File: config.mk
export PLATFORM = sky130hd
export DESIGN_NAME = rr_scheduling_kernel
export DESIGN_NICKNAME = d
export VERILOG_FILES = /design/src/rtl/rr_sched_pkg.sv /design/src/rtl/rr_bank_arbiter.sv /design/src/rtl/rr_scheduling_kernel.sv
export SDC_FILE = /design/constraint.sdc
export NUM_CORES = 1
export LEC_CHECK = 0
export BUFFER_PORTS_ARGS = -buffer_cell sky130_fd_sc_hd__buf_2
export CORE_UTILIZATION = 53
export CTS_CLUSTER_DIAMETER = 200
export CTS_CLUSTER_SIZE = 40
export DETAILED_ROUTE_END_ITERATION = 8
export PLACE_DENSITY_LB_ADDON = 0.25
export SETUP_SLACK_MARGIN = 0.15
export SLEW_MARGIN = 20
export SYNTH_ARGS = -nofsm -noshare
export SYNTH_HDL_FRONTEND = slang
export SYNTH_HIERARCHICAL = 1
export SYNTH_SLANG_ARGS = --single-unit
File: constraint.sdc
create_clock -name clk -period 7.65 [get_ports clk]
set_input_delay 0.3825 -clock clk [delete_from_list [all_inputs] [get_ports clk]]
set_output_delay 0.3825 -clock clk [all_outputs]
set_load 0.03 [all_outputs]
File: src/rtl/rr_sched_pkg.sv
// Shared request-field layout helpers and constant functions for the round-robin
// scheduling kernel.
package rr_sched_pkg;

  localparam int unsigned DATA_LSB = 0;

  function automatic int unsigned req_width(input int unsigned addr_w, input int unsigned value_w);
    return addr_w + value_w + 1;
  endfunction

  function automatic int unsigned valid_bit(input int unsigned req_w);
    return req_w - 1;
  endfunction

  function automatic int unsigned addr_lsb(input int unsigned value_w);
    return value_w;
  endfunction

  function automatic int unsigned clog2(input int unsigned n);
    int unsigned r;
    r = 0;
    while ((64'd1 << r) < 64'(n)) r++;
    return r;
  endfunction

endpackage

File: src/rtl/rr_bank_arbiter.sv
// Per-bank round-robin arbiter granting up to NPORTS candidates per cycle,
// scanning from its own rotating pointer.
module rr_bank_arbiter
  import rr_sched_pkg::*;
#(
  parameter int unsigned NCONSUMERS = 2,
  parameter int unsigned NPORTS     = 1
) (
  input  logic                  clk,
  input  logic                  reset,
  input  logic [NCONSUMERS-1:0] cand,
  output logic [NCONSUMERS-1:0] grant
);

  localparam int unsigned PW = (clog2(NCONSUMERS) > 0) ? clog2(NCONSUMERS) : 1;

  logic [PW-1:0] ptr_q, ptr_d;
  logic [PW-1:0] idx;
  int unsigned   scan;
  int unsigned   cnt;

  always_comb begin
    grant = '0;
    ptr_d = ptr_q;
    cnt   = 0;
    scan  = 0;
    idx   = '0;
    for (int unsigned k = 0; k < NCONSUMERS; k++) begin
      scan = 32'(ptr_q) + k;
      if (scan >= NCONSUMERS) scan = scan - NCONSUMERS;
      idx = PW'(scan);
      if (cand[idx] && (cnt < NPORTS)) begin
        grant[idx] = 1'b1;
        cnt        = cnt + 1;
        // Pointer lands just past the most recent grant in scan order.
        ptr_d      = PW'((scan + 1) % NCONSUMERS);
      end
    end
  end

  always_ff @(posedge clk or negedge reset) begin
    if (!reset) ptr_q <= '0;
    else        ptr_q <= ptr_d;
  end

endmodule

File: src/rtl/rr_scheduling_kernel.sv
// Banked round-robin scheduler: steers request lanes to banks by address and
// accumulates the data of every granted request into a wrapping counter.
module rr_scheduling_kernel
  import rr_sched_pkg::*;
#(
  parameter int unsigned WIDTH       = 8,
  parameter int unsigned ADDR_WIDTH  = 4,
  parameter int unsigned VALUE_WIDTH = 8,
  parameter int unsigned NCONSUMERS  = 2,
  parameter int unsigned NBANKS      = 1,
  parameter int unsigned NPORTS      = 1,
  localparam int unsigned REQ_WIDTH  = req_width(ADDR_WIDTH, VALUE_WIDTH)
) (
  output logic [WIDTH-1:0]     value,
  input  logic [REQ_WIDTH-1:0] requests [NCONSUMERS],
  input  logic                 clk,
  input  logic                 reset
);

  localparam int unsigned VALID_BIT = valid_bit(REQ_WIDTH);
  localparam int unsigned ADDR_LSB  = addr_lsb(VALUE_WIDTH);

  logic [NCONSUMERS-1:0] cand  [NBANKS];
  logic [NCONSUMERS-1:0] grant [NBANKS];
  logic [NCONSUMERS-1:0] grant_any;
  logic [ADDR_WIDTH-1:0] addr_c;
  logic [WIDTH-1:0]      sum;
  logic [WIDTH-1:0]      value_q;

  // Bank = low address bits; modulo keeps the NBANKS==1 case trivially bank 0.
  always_comb begin
    addr_c = '0;
    for (int unsigned b = 0; b < NBANKS; b++) cand[b] = '0;
    for (int unsigned c = 0; c < NCONSUMERS; c++) begin
      addr_c = requests[c][VALID_BIT-1:ADDR_LSB];
      for (int unsigned b = 0; b < NBANKS; b++) begin
        cand[b][c] = requests[c][VALID_BIT] && ((32'(addr_c) % NBANKS) == b);
      end
    end
  end

  for (genvar b = 0; b < NBANKS; b++) begin : g_bank
    rr_bank_arbiter #(
      .NCONSUMERS(NCONSUMERS),
      .NPORTS    (NPORTS)
    ) u_arb (
      .clk  (clk),
      .reset(reset),
      .cand (cand[b]),
      .grant(grant[b])
    );
  end

  // Grants only ever select valid lanes, so data of invalid lanes never enters the sum.
  always_comb begin
    grant_any = '0;
    sum       = '0;
    for (int unsigned b = 0; b < NBANKS; b++) grant_any = grant_any | grant[b];
    for (int unsigned c = 0; c < NCONSUMERS; c++) begin
      if (grant_any[c]) sum = sum + WIDTH'(requests[c][VALUE_WIDTH-1:DATA_LSB]);
    end
  end

  always_ff @(posedge clk or negedge reset) begin
    if (!reset) value_q <= '0;
    else        value_q <= value_q + sum;
  end

  assign value = value_q;

endmodule

==> results.json, run 1 <==
{
  "max-vdd-ir-drop_mv": 0.259,
  "globalRouteMet2Util": 0.408,
  "detail-route-antenna-nets": 0,
  "synth_cells": 124,
  "htreeDepth": 1,
  "worst_pin_slew_ns": 0.490,
  "max_freq_mhz": 274,
  "avgSynthCellArea_sq_um": 8.35,
  "min_period_ns": 3.65,
  "fin_setup_tns_ns": 0,
  "swShare": 0.468,
  "drive_gt1_frac": 0.227,
  "cts.sinks": 9,
  "netlist.area_leader.share": 0.217,
  "critPathKind": "reg2reg",
  "fp.coreArea_sq_mm": 0.00178,
  "clkPwrFrac": 0.105,
  "path_max_fanout": 15,
  "die_h_um": 46.2,
  "routabilityCongestion": 0.772,
  "fin_area_sq_mm": 0.00123,
  "status": "complete, no violations",
  "r2r_cells": 17,
  "hold_depth": 2,
  "ys_seq_elements": 9,
  "rows": 15,
  "multi_input_area_sq_um": 759,
  "synth.cell_area_sq_mm": 0.00104,
  "portBuffers": 27,
  "synthArstFlopShare": 1.00,
  "antenna_found_initial": 0,
  "clockBufferDepth": 2,
  "yosys.area.top_type": "dfrtp_1",
  "power_density_mw_per_mm2": 280,
  "yosys_warnings": 6,
  "die_w_um": 46.2,
  "num_antenna_cells": 0,
  "track_usage": 0.232,
  "hp-class": "in2reg",
  "grtUsageMet1": 0.260,
  "cts_root_buf": "clkbuf_4",
  "yosysSeqAreaShare": 0.217,
  "drv_cap": 0,
  "setup_viol": 0,
  "finClkSkew_ns": 0.0101,
  "synthesis.nets": 165,
  "layout_common_cells": "27 x buf_2, 12 x a21oi_1, 11 x ha_1, 10 x nand2_1",
  "dp_hpwl_um": 1710,
  "initial_utilization": 0.581,
  "fin_cells": 179,
  "fin_nets": 196,
  "timing.final.crit_share": 0.477,
  "worst_hold_slack_ns": 0.325,
  "grt_max_degree": 16,
  "p_leak_nw": 0.616,
  "top_usage_layer": "met2",
  "die_area_sq_mm": 0.00214,
  "grt_overflow": 0,
  "total_power_uw": 343,
  "gr-usage-met3": 0.0745,
  "ys_top_cells_by_area": "dfrtp_1 22%, ha_1 13%, xnor2_1 7.6%, a21oi_1 5.8%, xor2_1 4.2%",
  "timing.slew.headroom": 0.673,
  "wl_um": 2100,
  "clkTransAtPathRegs_ns": 0.06,
  "p_switching_uw": 161,
  "regArea_sq_um": 225,
  "ios": 36,
  "drc_errors": 0,
  "slew_violations": 0,
  "synth_cell_types": 38,
  "wl_per_cell_um": 11.7,
  "post-cts-setup-buffers": 0,
  "vias": 971,
  "syn_to_final_growth_pct": 18.6,
  "cts_resized": 0,
  "clkLatencyLatePin_ns": 0.26,
  "tritoncts": "built",
  "comb_power_share": 0.637,
  "synth-main-ff-cell": "dfrtp_1",
  "worstPathArrival_ns": 3.80,
  "cp-end-kind": "flip-flop",
  "grt_pass1_vias": 883,
  "intPower_uw": 183,
  "layout_commonest_cell": "buf_2",
  "fillers": 158,
  "cts_made_buffers": 3,
  "dr.pass1.iters": 4,
  "synth_edf_count": 0,
  "grt_pass1_wl_um": 3490,
  "drtIter0Drc": 18,
  "place_inst": 174,
  "rsz0062_at_grt": "no",
  "finalHoldViolations": 0,
  "cp.required_ns": 7.80,
  "post_drt_via_cell_ratio": 5.42,
  "worstSetupStartpointType": "flip-flop",
  "dpl_cell_area_sq_mm": 0.00119,
  "pwr-share-seq": 0.258
}
path summary, 6_finish.rpt:
path | from | end | slack, ns
max | g_bank[0].u_arb/ptr_q$_DFFE_PN0P_ | value[7]$_DFF_PN0_ | 4.00
min | requests[12] | g_bank[0].u_arb/ptr_q$_DFFE_PN0P_ | 0.33
max reg2reg | g_bank[0].u_arb/ptr_q$_DFFE_PN0P_ | value[7]$_DFF_PN0_ | 4.00
min reg2reg | g_bank[0].u_arb/ptr_q$_DFFE_PN0P_ | g_bank[0].u_arb/ptr_q$_DFFE_PN0P_ | 0.49
max in group asynchronous | reset | value[0]$_DFF_PN0_ | 6.96
min in group asynchronous | reset | value[7]$_DFF_PN0_ | 0.50
metrics by stage:
stage	worst slack, ns	util
after floorplan	4.01	-
after global placement	3.97	0.669
after detailed placement	3.90	0.669
after CTS	4.00	0.689
after global routing	3.75	0.689
final	4.00	0.689
critical path: stages, from the launching register on:
cell      delay [ns]
dfrtp_1         0.40
a21boi_0        0.16
buf_4           0.22
and2_1          0.17
ha_1            0.17
inv_1           0.05
fa_1            0.44
nand2b_1        0.21
a21boi_1        0.13
o32ai_1         0.10
a21oi_1         0.18
mux2_1          0.34
a221o_1         0.28
ha_1            0.30
o21ai_0         0.08
a21oi_1         0.12
nor2_1          0.06
xnor2_1         0.12
per-layer routing:
metal | vias to the layer above | wire (um)
met1 | 442 | 904
met5 | - | 0
met2 | 31 | 1090
li1 | 498 | -
met3 | 0 | 104
met4 | 0 | 0
flip-flops by register name, summed over array words and instances (netlist names):
register	flops
g_bank.u_arb/ptr_q	1
value	8
cells in the mapped netlist (2+ instances only):
library cell and instances:
a21oi_1 12, ha_1 11, nand2_1 10, dfrtp_1 9, xnor2_1 9, inv_1 8
nor2_1 8, o21ai_0 7, xor2_1 5, a21boi_1 4, a21o_1 3, and2_1 3
nor3_1 3, a211o_1 2, buf_2 2, fa_1 2, mux2_2 2, nor2b_1 2
o21a_1 2, o21ai_1 2
area by class of cell:
cell class                 count  area share
inverter                       9      0.0275
timing repair buffer          29       0.124
multi-input combinational    103       0.618
sequential                     9       0.183
clock buffer                   4      0.0214
tap                           25      0.0255
power by group through the flow:
stage          sequential, mW  clock [mW]  combinational (mW)
3_3_place_gp           0.0880           0               0.210
3_5_place_dp           0.0898           0               0.218
6_report               0.0886      0.0359               0.219
4_1_cts                0.0889      0.0375               0.220
2_1_floorplan           0.132           0               0.121
5_1_grt                0.0924      0.0402               0.244
cells by family (layout without fill, tap and decap cells):
| logic type | after synthesis | after routing | share of synthesized area |
|---|---|---|---|
| muxes | 4 | 4 | 0.0423 |
| xor gates and xnor gates | 14 | 14 | 0.118 |
| AOI/OAI and AO/OA | 41 | 41 | 0.260 |
| DFF | 9 | 9 | 0.217 |
| adders and majority gates | 13 | 13 | 0.171 |
| buffers and inverters | 12 | 42 | 0.0495 |
| and+or+nand+nor | 31 | 31 | 0.141 |
timing repair:
item	in CTS	in global routing
endpoints found under the hold margin	9	0
hold buffers	1	0
setup endpoints to repair	0	0
Power figures use the tool's default switching activity.
==> inputs of run 2 (changes only) <==
--- a/config.mk
+++ b/config.mk
@@ -5,8 +5,9 @@
 export SDC_FILE = /design/constraint.sdc
 export NUM_CORES = 1
 export LEC_CHECK = 0
+export ABC_AREA = 1
 export BUFFER_PORTS_ARGS = -buffer_cell sky130_fd_sc_hd__buf_2
-export CORE_UTILIZATION = 53
+export CORE_UTILIZATION = 50
 export CTS_CLUSTER_DIAMETER = 200
 export CTS_CLUSTER_SIZE = 40
 export DETAILED_ROUTE_END_ITERATION = 8
==> constraint.sdc (replaced) <==
create_clock -name clk -period 3.5 [get_ports clk]
set_input_delay 0.175 -clock clk [delete_from_list [all_inputs] [get_ports clk]]
set_output_delay 0.175 -clock clk [all_outputs]
set_load 0.03 [all_outputs]
==> results.json, run 2 <==
{
  "path_max_fanout": 5,
  "crit_family": "adder cells",
  "reg2reg_to": "value[7]$_DFF_PN0_",
  "dr.pass1.iters": 4,
  "finClkSkew_ns": 0.00488,
  "slew_violations": 0,
  "setup_viol": 0,
  "worst_hold_slack_ns": 0.112,
  "comb_power_share": 0.650,
  "syn_to_final_growth_pct": 20.7,
  "cts.sinks": 9,
  "fin_setup_tns_ns": 0,
  "rsz0062_at_grt": "no",
  "drv_cap": 0,
  "final.setup.worst_slack_ns": 0.547,
  "die_area_sq_mm": 0.00232,
  "detailedPlace.worstSlack_ns": 0.587,
  "worstSetupStartpointType": "flip-flop",
  "layout_commonest_cell": "nand2_1",
  "max-vdd-ir-drop_mv": 0.505,
  "netlist.area_leader.share": 0.212,
  "cts_root_buf": "clkbuf_4",
  "drtIter0Drc": 12,
  "yosys_warnings": 6,
  "total_power_uw": 776,
  "grt_max_degree": 13,
  "hold_path_startpoint": "requests[25]",
  "timing.slew.headroom": 0.705,
  "clockBufferDepth": 2,
  "synth_edf_count": 0,
  "wl_per_cell_um": 10.1,
  "ys_top_cells_by_area": "dfrtp_1 21%, nand2_1 19%, ha_1 13%, inv_1 9.5%, nand3_1 6.6%",
  "die_h_um": 48.1,
  "cp-end-kind": "flip-flop",
  "r2r_cells": 21,
  "track_usage": 0.222,
  "vias": 1065,
  "grt_pass1_wl_um": 3600,
  "critical_path_buf_inv_count": 4,
  "p_switching_uw": 391,
  "yosys.area.top_type": "dfrtp_1",
  "yosysMostFrequentCell": "nand2_1",
  "dpl_cell_area_sq_mm": 0.00122,
  "fp.coreArea_sq_mm": 0.00198,
  "drive_gt1_frac": 0.232,
  "detail-route-antenna-nets": 0,
  "power_density_mw_per_mm2": 604,
  "cp_slowest_cell": "dfrtp_1",
  "layout_common_cells": "53 x nand2_1, 27 x inv_1, 27 x buf_2, 14 x nand3_1, 11 x ha_1",
  "yosysSeqAreaShare": 0.212,
  "synth_cell_types": 22,
  "dp_hpwl_um": 1840,
  "avgSynthCellArea_sq_um": 6.65,
  "ios": 36,
  "largest_reg_flops": 8,
  "tritoncts": "built",
  "synth-main-ff-cell": "dfrtp_1",
  "rr_startpoint": "g_bank[0].u_arb/ptr_q$_DFFE_PN0P_",
  "worstPathArrival_ns": 3.11,
  "grt_pass1_vias": 920,
  "portBuffers": 27,
  "hp-class": "in2reg",
  "p_leak_nw": 0.780,
  "wl_um": 2230,
  "initial_utilization": 0.537,
  "rows": 16,
  "synthArstFlopShare": 1.00,
  "max_freq_mhz": 339,
  "whs_endpoint": "g_bank[0].u_arb/ptr_q$_DFFE_PN0P_",
  "swShare": 0.504,
  "synthesis.nets": 201,
  "max_stage_delay_ns": 0.41,
  "die_w_um": 48.1,
  "num_antenna_cells": 0,
  "post_drt_via_cell_ratio": 4.82,
  "clkLatencyLatePin_ns": 0.27,
  "timing.final.crit_share": 0.844,
  "cp.required_ns": 3.66,
  "critPathKind": "reg2reg",
  "fin_area_sq_mm": 0.00128,
  "pwr-share-seq": 0.243,
  "worst_path_most_repeated_cell": "nand2_1",
  "fin_nets": 236,
  "antenna_found_initial": 0,
  "path_cells": "a21oi_1, nand2_1, inv_1, ha_1, inv_1, fa_1, inv_1, nand2_1, a21oi_1, nand3b_1, nand2_1, ha_1, nand2_1, a21oi_1, nor2_1, nand2_1, nand2_1, nand2_1, inv_1, nand2_1, nand2_1",
  "r2r_setup_slack_ns": 0.55,
  "grt_overflow": 0,
  "min_period_ns": 2.95,
  "clkTransAtPathRegs_ns": 0.07,
  "clkPwrFrac": 0.107,
  "cts_resized": 0,
  "intPower_uw": 385,
  "finalHoldViolations": 0,
  "hold_depth": 3,
  "yosys-top-cells-count": "53 x nand2_1, 27 x inv_1, 14 x nand3_1",
  "cts_made_buffers": 3,
  "synth_cells": 160,
  "synth.cell_area_sq_mm": 0.00106,
  "worst_pin_slew_ns": 0.437,
  "htreeDepth": 1,
  "drc_errors": 0,
  "routabilityCongestion": 0.881,
  "status": "complete, no violations",
  "ys_seq_elements": 9
}
## run 2: cell count changes after synthesis, moves of 3 or more
cell	delta
a21oi_1	-4
nand3_1	+13
inv_1	+19
a21boi_1	-4
nor3_1	-3
and2_1	-3
nand3_2	+4
nand2_1	+43
xnor2_1	-8
## run 2: layout make-up
class / instances / area, sq um
clock buffer: 3 / 22.5
clock inverter: 1 / 5.00
fill: 189 / 697
inverter: 27 / 101
multi-input combinational: 122 / 722
sequential: 9 / 225
tap: 27 / 33.8
timing repair buffer: 32 / 175
## run 2: logic make-up (layout without fill, tap and decap cells)
kind of cell | count (synthesis) | in the layout | synth area share
buffers and inverters | 29 | 63 | 0.110
XOR/XNOR | 6 | 6 | 0.0494
adder cells (fa/ha/maj) | 13 | 13 | 0.167
flip-flops | 9 | 9 | 0.212
AO/OA/AOI/OAI | 17 | 17 | 0.0858
AND/OR/NAND/NOR | 86 | 86 | 0.376
## run 2: power by group through the flow
stage | Sequential, mW | Clock, mW | Combinational (mW)
after global placement | 0.189 | 0 | 0.485
final | 0.188 | 0.0832 | 0.504
after floorplan | 0.287 | 0 | 0.282
after detailed placement | 0.191 | 0 | 0.499
after CTS | 0.189 | 0.0821 | 0.506
after global routing | 0.197 | 0.0877 | 0.574
## run 2: tightest hold or removal path: stages
cell     delay (ns)
buf_2          0.09
nand2_1        0.04
nand2_1        0.05
## run 2: how the worst max path moves through the flow
stage	slack, ns	end	cells past startpoint	from
3_5_place_dp	0.59	value[7]$_DFF_PN0_	18	g_bank[0].u_arb/ptr_q$_DFFE_PN0P_
3_3_place_gp	0.65	value[7]$_DFF_PN0_	23	g_bank[0].u_arb/ptr_q$_DFFE_PN0P_
5_1_grt	0.16	value[7]$_DFF_PN0_	21	g_bank[0].u_arb/ptr_q$_DFFE_PN0P_
2_1_floorplan	0.68	value[7]$_DFF_PN0_	21	g_bank[0].u_arb/ptr_q$_DFFE_PN0P_
6_report	0.55	value[7]$_DFF_PN0_	21	g_bank[0].u_arb/ptr_q$_DFFE_PN0P_
4_1_cts	0.53	value[7]$_DFF_PN0_	20	g_bank[0].u_arb/ptr_q$_DFFE_PN0P_
## run 2: layer usage
metal,vias up,wire (um),track usage
met4,0,19,0.0500
met5,-,0,0
met2,12,1130,0.397
li1,573,-,-
met3,4,46,0.0333
met1,476,1030,0.280
## run 2: timing repair
| action | in CTS | in global routing |
|---|---|---|
| buffers inserted | 0 | 3 |
| setup endpoints to repair | 0 | 1 |
| endpoints found under the hold margin | 9 | 0 |
| hold buffers | 1 | 0 |
## run 2: per-stage QoR
| stage | util | std cells |
|---|---|---|
| 4_1_cts | 0.637 | 218 |
| 5_1_grt | 0.648 | 221 |
| 6_report | 0.648 | 221 |
| 3_5_place_dp | 0.618 | 213 |
| 3_3_place_gp | 0.618 | 213 |
| 2_1_floorplan | - | 160 |
==> inputs of run 3 (changes only) <==
==> constraint.sdc (replaced) <==
create_clock -name clk -period 2.8 [get_ports clk]
set_input_delay 0.14 -clock clk [delete_from_list [all_inputs] [get_ports clk]]
set_output_delay 0.14 -clock clk [all_outputs]
set_load 0.03 [all_outputs]
==> results.json, run 3 (synthesized netlist as in run 2, its figures left out) <==
{
  "layout_common_cells": "44 x nand2_1, 27 x buf_2, 24 x inv_1, 10 x nand2_2, 10 x nand3_2",
  "p_leak_nw": 0.825,
  "syn_to_final_growth_pct": 40.8,
  "fin_area_sq_mm": 0.00150,
  "htreeDepth": 1,
  "setup_viol": 0,
  "slew_violations": 0,
  "fp.coreArea_sq_mm": 0.00198,
  "fin_nets": 243,
  "p_switching_uw": 584,
  "dp_hpwl_um": 1820,
  "timing.slew.headroom": 0.813,
  "finalHoldViolations": 0,
  "cts.sinks": 9,
  "clkPwrFrac": 0.078,
  "max-vdd-ir-drop_mv": 0.670,
  "status": "complete, no violations",
  "power_density_mw_per_mm2": 807,
  "cts_made_buffers": 3,
  "cts_root_buf": "clkbuf_4",
  "ios": 36,
  "cp.required_ns": 2.94,
  "grt_pass1_vias": 949,
  "rows": 16,
  "final_util": 0.756,
  "routabilityCongestion": 0.859,
  "hp-class": "in2reg",
  "die_w_um": 48.1,
  "critPathKind": "reg2reg",
  "initial_utilization": 0.537,
  "final.setup.worst_slack_ns": 0.0124,
  "cp_slowest_cell": "dfrtp_1",
  "multi_input_area_sq_um": 873,
  "regArea_sq_um": 225,
  "layout_commonest_cell": "nand2_1",
  "worst_pin_slew_ns": 0.279,
  "grt_max_degree": 12,
  "die_area_sq_mm": 0.00232,
  "detailedPlace.worstSlack_ns": -0.00864,
  "path_cells": "a21oi_4, nand2_2, inv_2, ha_4, inv_2, fa_2, inv_2, nand3_2, nand3_2, nand2_1, nand3_2, nand2_2, ha_4, nand2_2, nor2_2, nand2_2, nand2_1, nand2_1, nand2_1, inv_1, nand2_1, nand2_1",
  "intPower_uw": 627,
  "grt_pass1_wl_um": 3690,
  "pwr-share-seq": 0.208,
  "rsz0062_at_grt": "yes",
  "drtIter0Drc": 33,
  "clkTransAtPathRegs_ns": 0.06,
  "vias": 1147,
  "die_h_um": 48.1,
  "grt_overflow": 0,
  "fillers": 148,
  "path_max_fanout": 3,
  "comb_power_share": 0.715,
  "clkLatencyLatePin_ns": 0.25,
  "clockBufferDepth": 2,
  "detail-route-antenna-nets": 0,
  "post_drt_via_cell_ratio": 5.03,
  "min_period_ns": 2.79,
  "num_antenna_cells": 0,
  "worstSetupStartpointType": "flip-flop",
  "cp-end-kind": "flip-flop",
  "wl_um": 2560,
  "max_stage_delay_ns": 0.43,
  "drive_gt1_frac": 0.428,
  "track_usage": 0.229,
  "timing.final.crit_share": 0.996,
  "largest_reg_flops": 8,
  "antenna_found_initial": 0,
  "dpl_cell_area_sq_mm": 0.00127,
  "worst_path_most_repeated_cell": "nand2_1",
  "tritoncts": "built",
  "portBuffers": 27,
  "drv_cap": 0,
  "fin_setup_tns_ns": 0,
  "swShare": 0.482,
  "worstPathArrival_ns": 2.92,
  "max_freq_mhz": 359,
  "drc_errors": 0,
  "finClkSkew_ns": 0.00268,
  "wl_per_cell_um": 11.2,
  "dr.pass1.iters": 4
}
[run 3: cell types whose count changed in the layout (fill, tap and decap cells not counted), moves of 4 or more]
cell     previous run  this run
a21oi_1             8         2
a21oi_2             0         5
buf_4               4         8
ha_1               11         6
ha_4                0         4
nand2_1            53        44
nand2_2             1        10
nand3_1            14         8
nand3_2             4        10
o21ai_0             5         1
[run 3: stage by stage]
step	total power, mW	std cells	hold WS, ns
after floorplan	0.739	160	-0.156
after global placement	0.881	214	-0.00477
after detailed placement	0.900	214	-0.00281
after CTS	1.05	223	0.0959
after global routing	1.31	228	0.101
final	1.21	228	0.0996
[run 3: power groups by stage]
stage                     logic (mW)  registers, mW  clock network, mW
after CTS                      0.708          0.245             0.0988
final                          0.865          0.251             0.0938
after detailed placement       0.652          0.248                  0
after global routing           0.948          0.258              0.108
after global placement         0.637          0.244                  0
after floorplan                0.373          0.366                  0
[run 3: path summary, 6_finish.rpt]
kind,from,to,slack (ns),depth (start not counted)
worst min-delay path,requests[25],g_bank[0].u_arb/ptr_q$_DFFE_PN0P_,0.1,3
max in group asynchronous,reset,value[4]$_DFF_PN0_,2.37,2
worst max-delay path,g_bank[0].u_arb/ptr_q$_DFFE_PN0P_,value[7]$_DFF_PN0_,0.01,22
min in group asynchronous,reset,value[3]$_DFF_PN0_,0.26,2
worst max register to register,g_bank[0].u_arb/ptr_q$_DFFE_PN0P_,value[7]$_DFF_PN0_,0.01,22
worst min register to register,value[0]$_DFF_PN0_,value[0]$_DFF_PN0_,0.50,1
[run 3: metal layers]
| layer | GRT usage | part of all wire |
|---|---|---|
| met4 | 0.106 | 0.014 |
| met2 | 0.381 | 0.52 |
| met3 | 0.0407 | 0.027 |
| met5 | 0 | 0 |
| met1 | 0.287 | 0.44 |
[run 3: critical path: cells and delay by family, from the launching register on]
kind,cells,cell delay [ns]
compound gates,1,0.22
fa+ha+maj,3,0.78
buf+inv,4,0.24
flops,1,0.43
simple gates,14,1.00
[run 3: cell type report]
class,instances,area share
clock buffer,4,0.0175
multi-input combinational,122,0.583
tap,27,0.0225
inverter,27,0.0676
timing repair buffer,39,0.159
sequential,9,0.150
[run 3: timing repair]
action,4_1_cts,5_1_grt
setup buffers,4,5
hold buffers,1,0
hold endpoints to repair,9,0
gates cloned,0,0
resized for setup,4,33
pin swaps,5,23
setup endpoints to repair,3,6
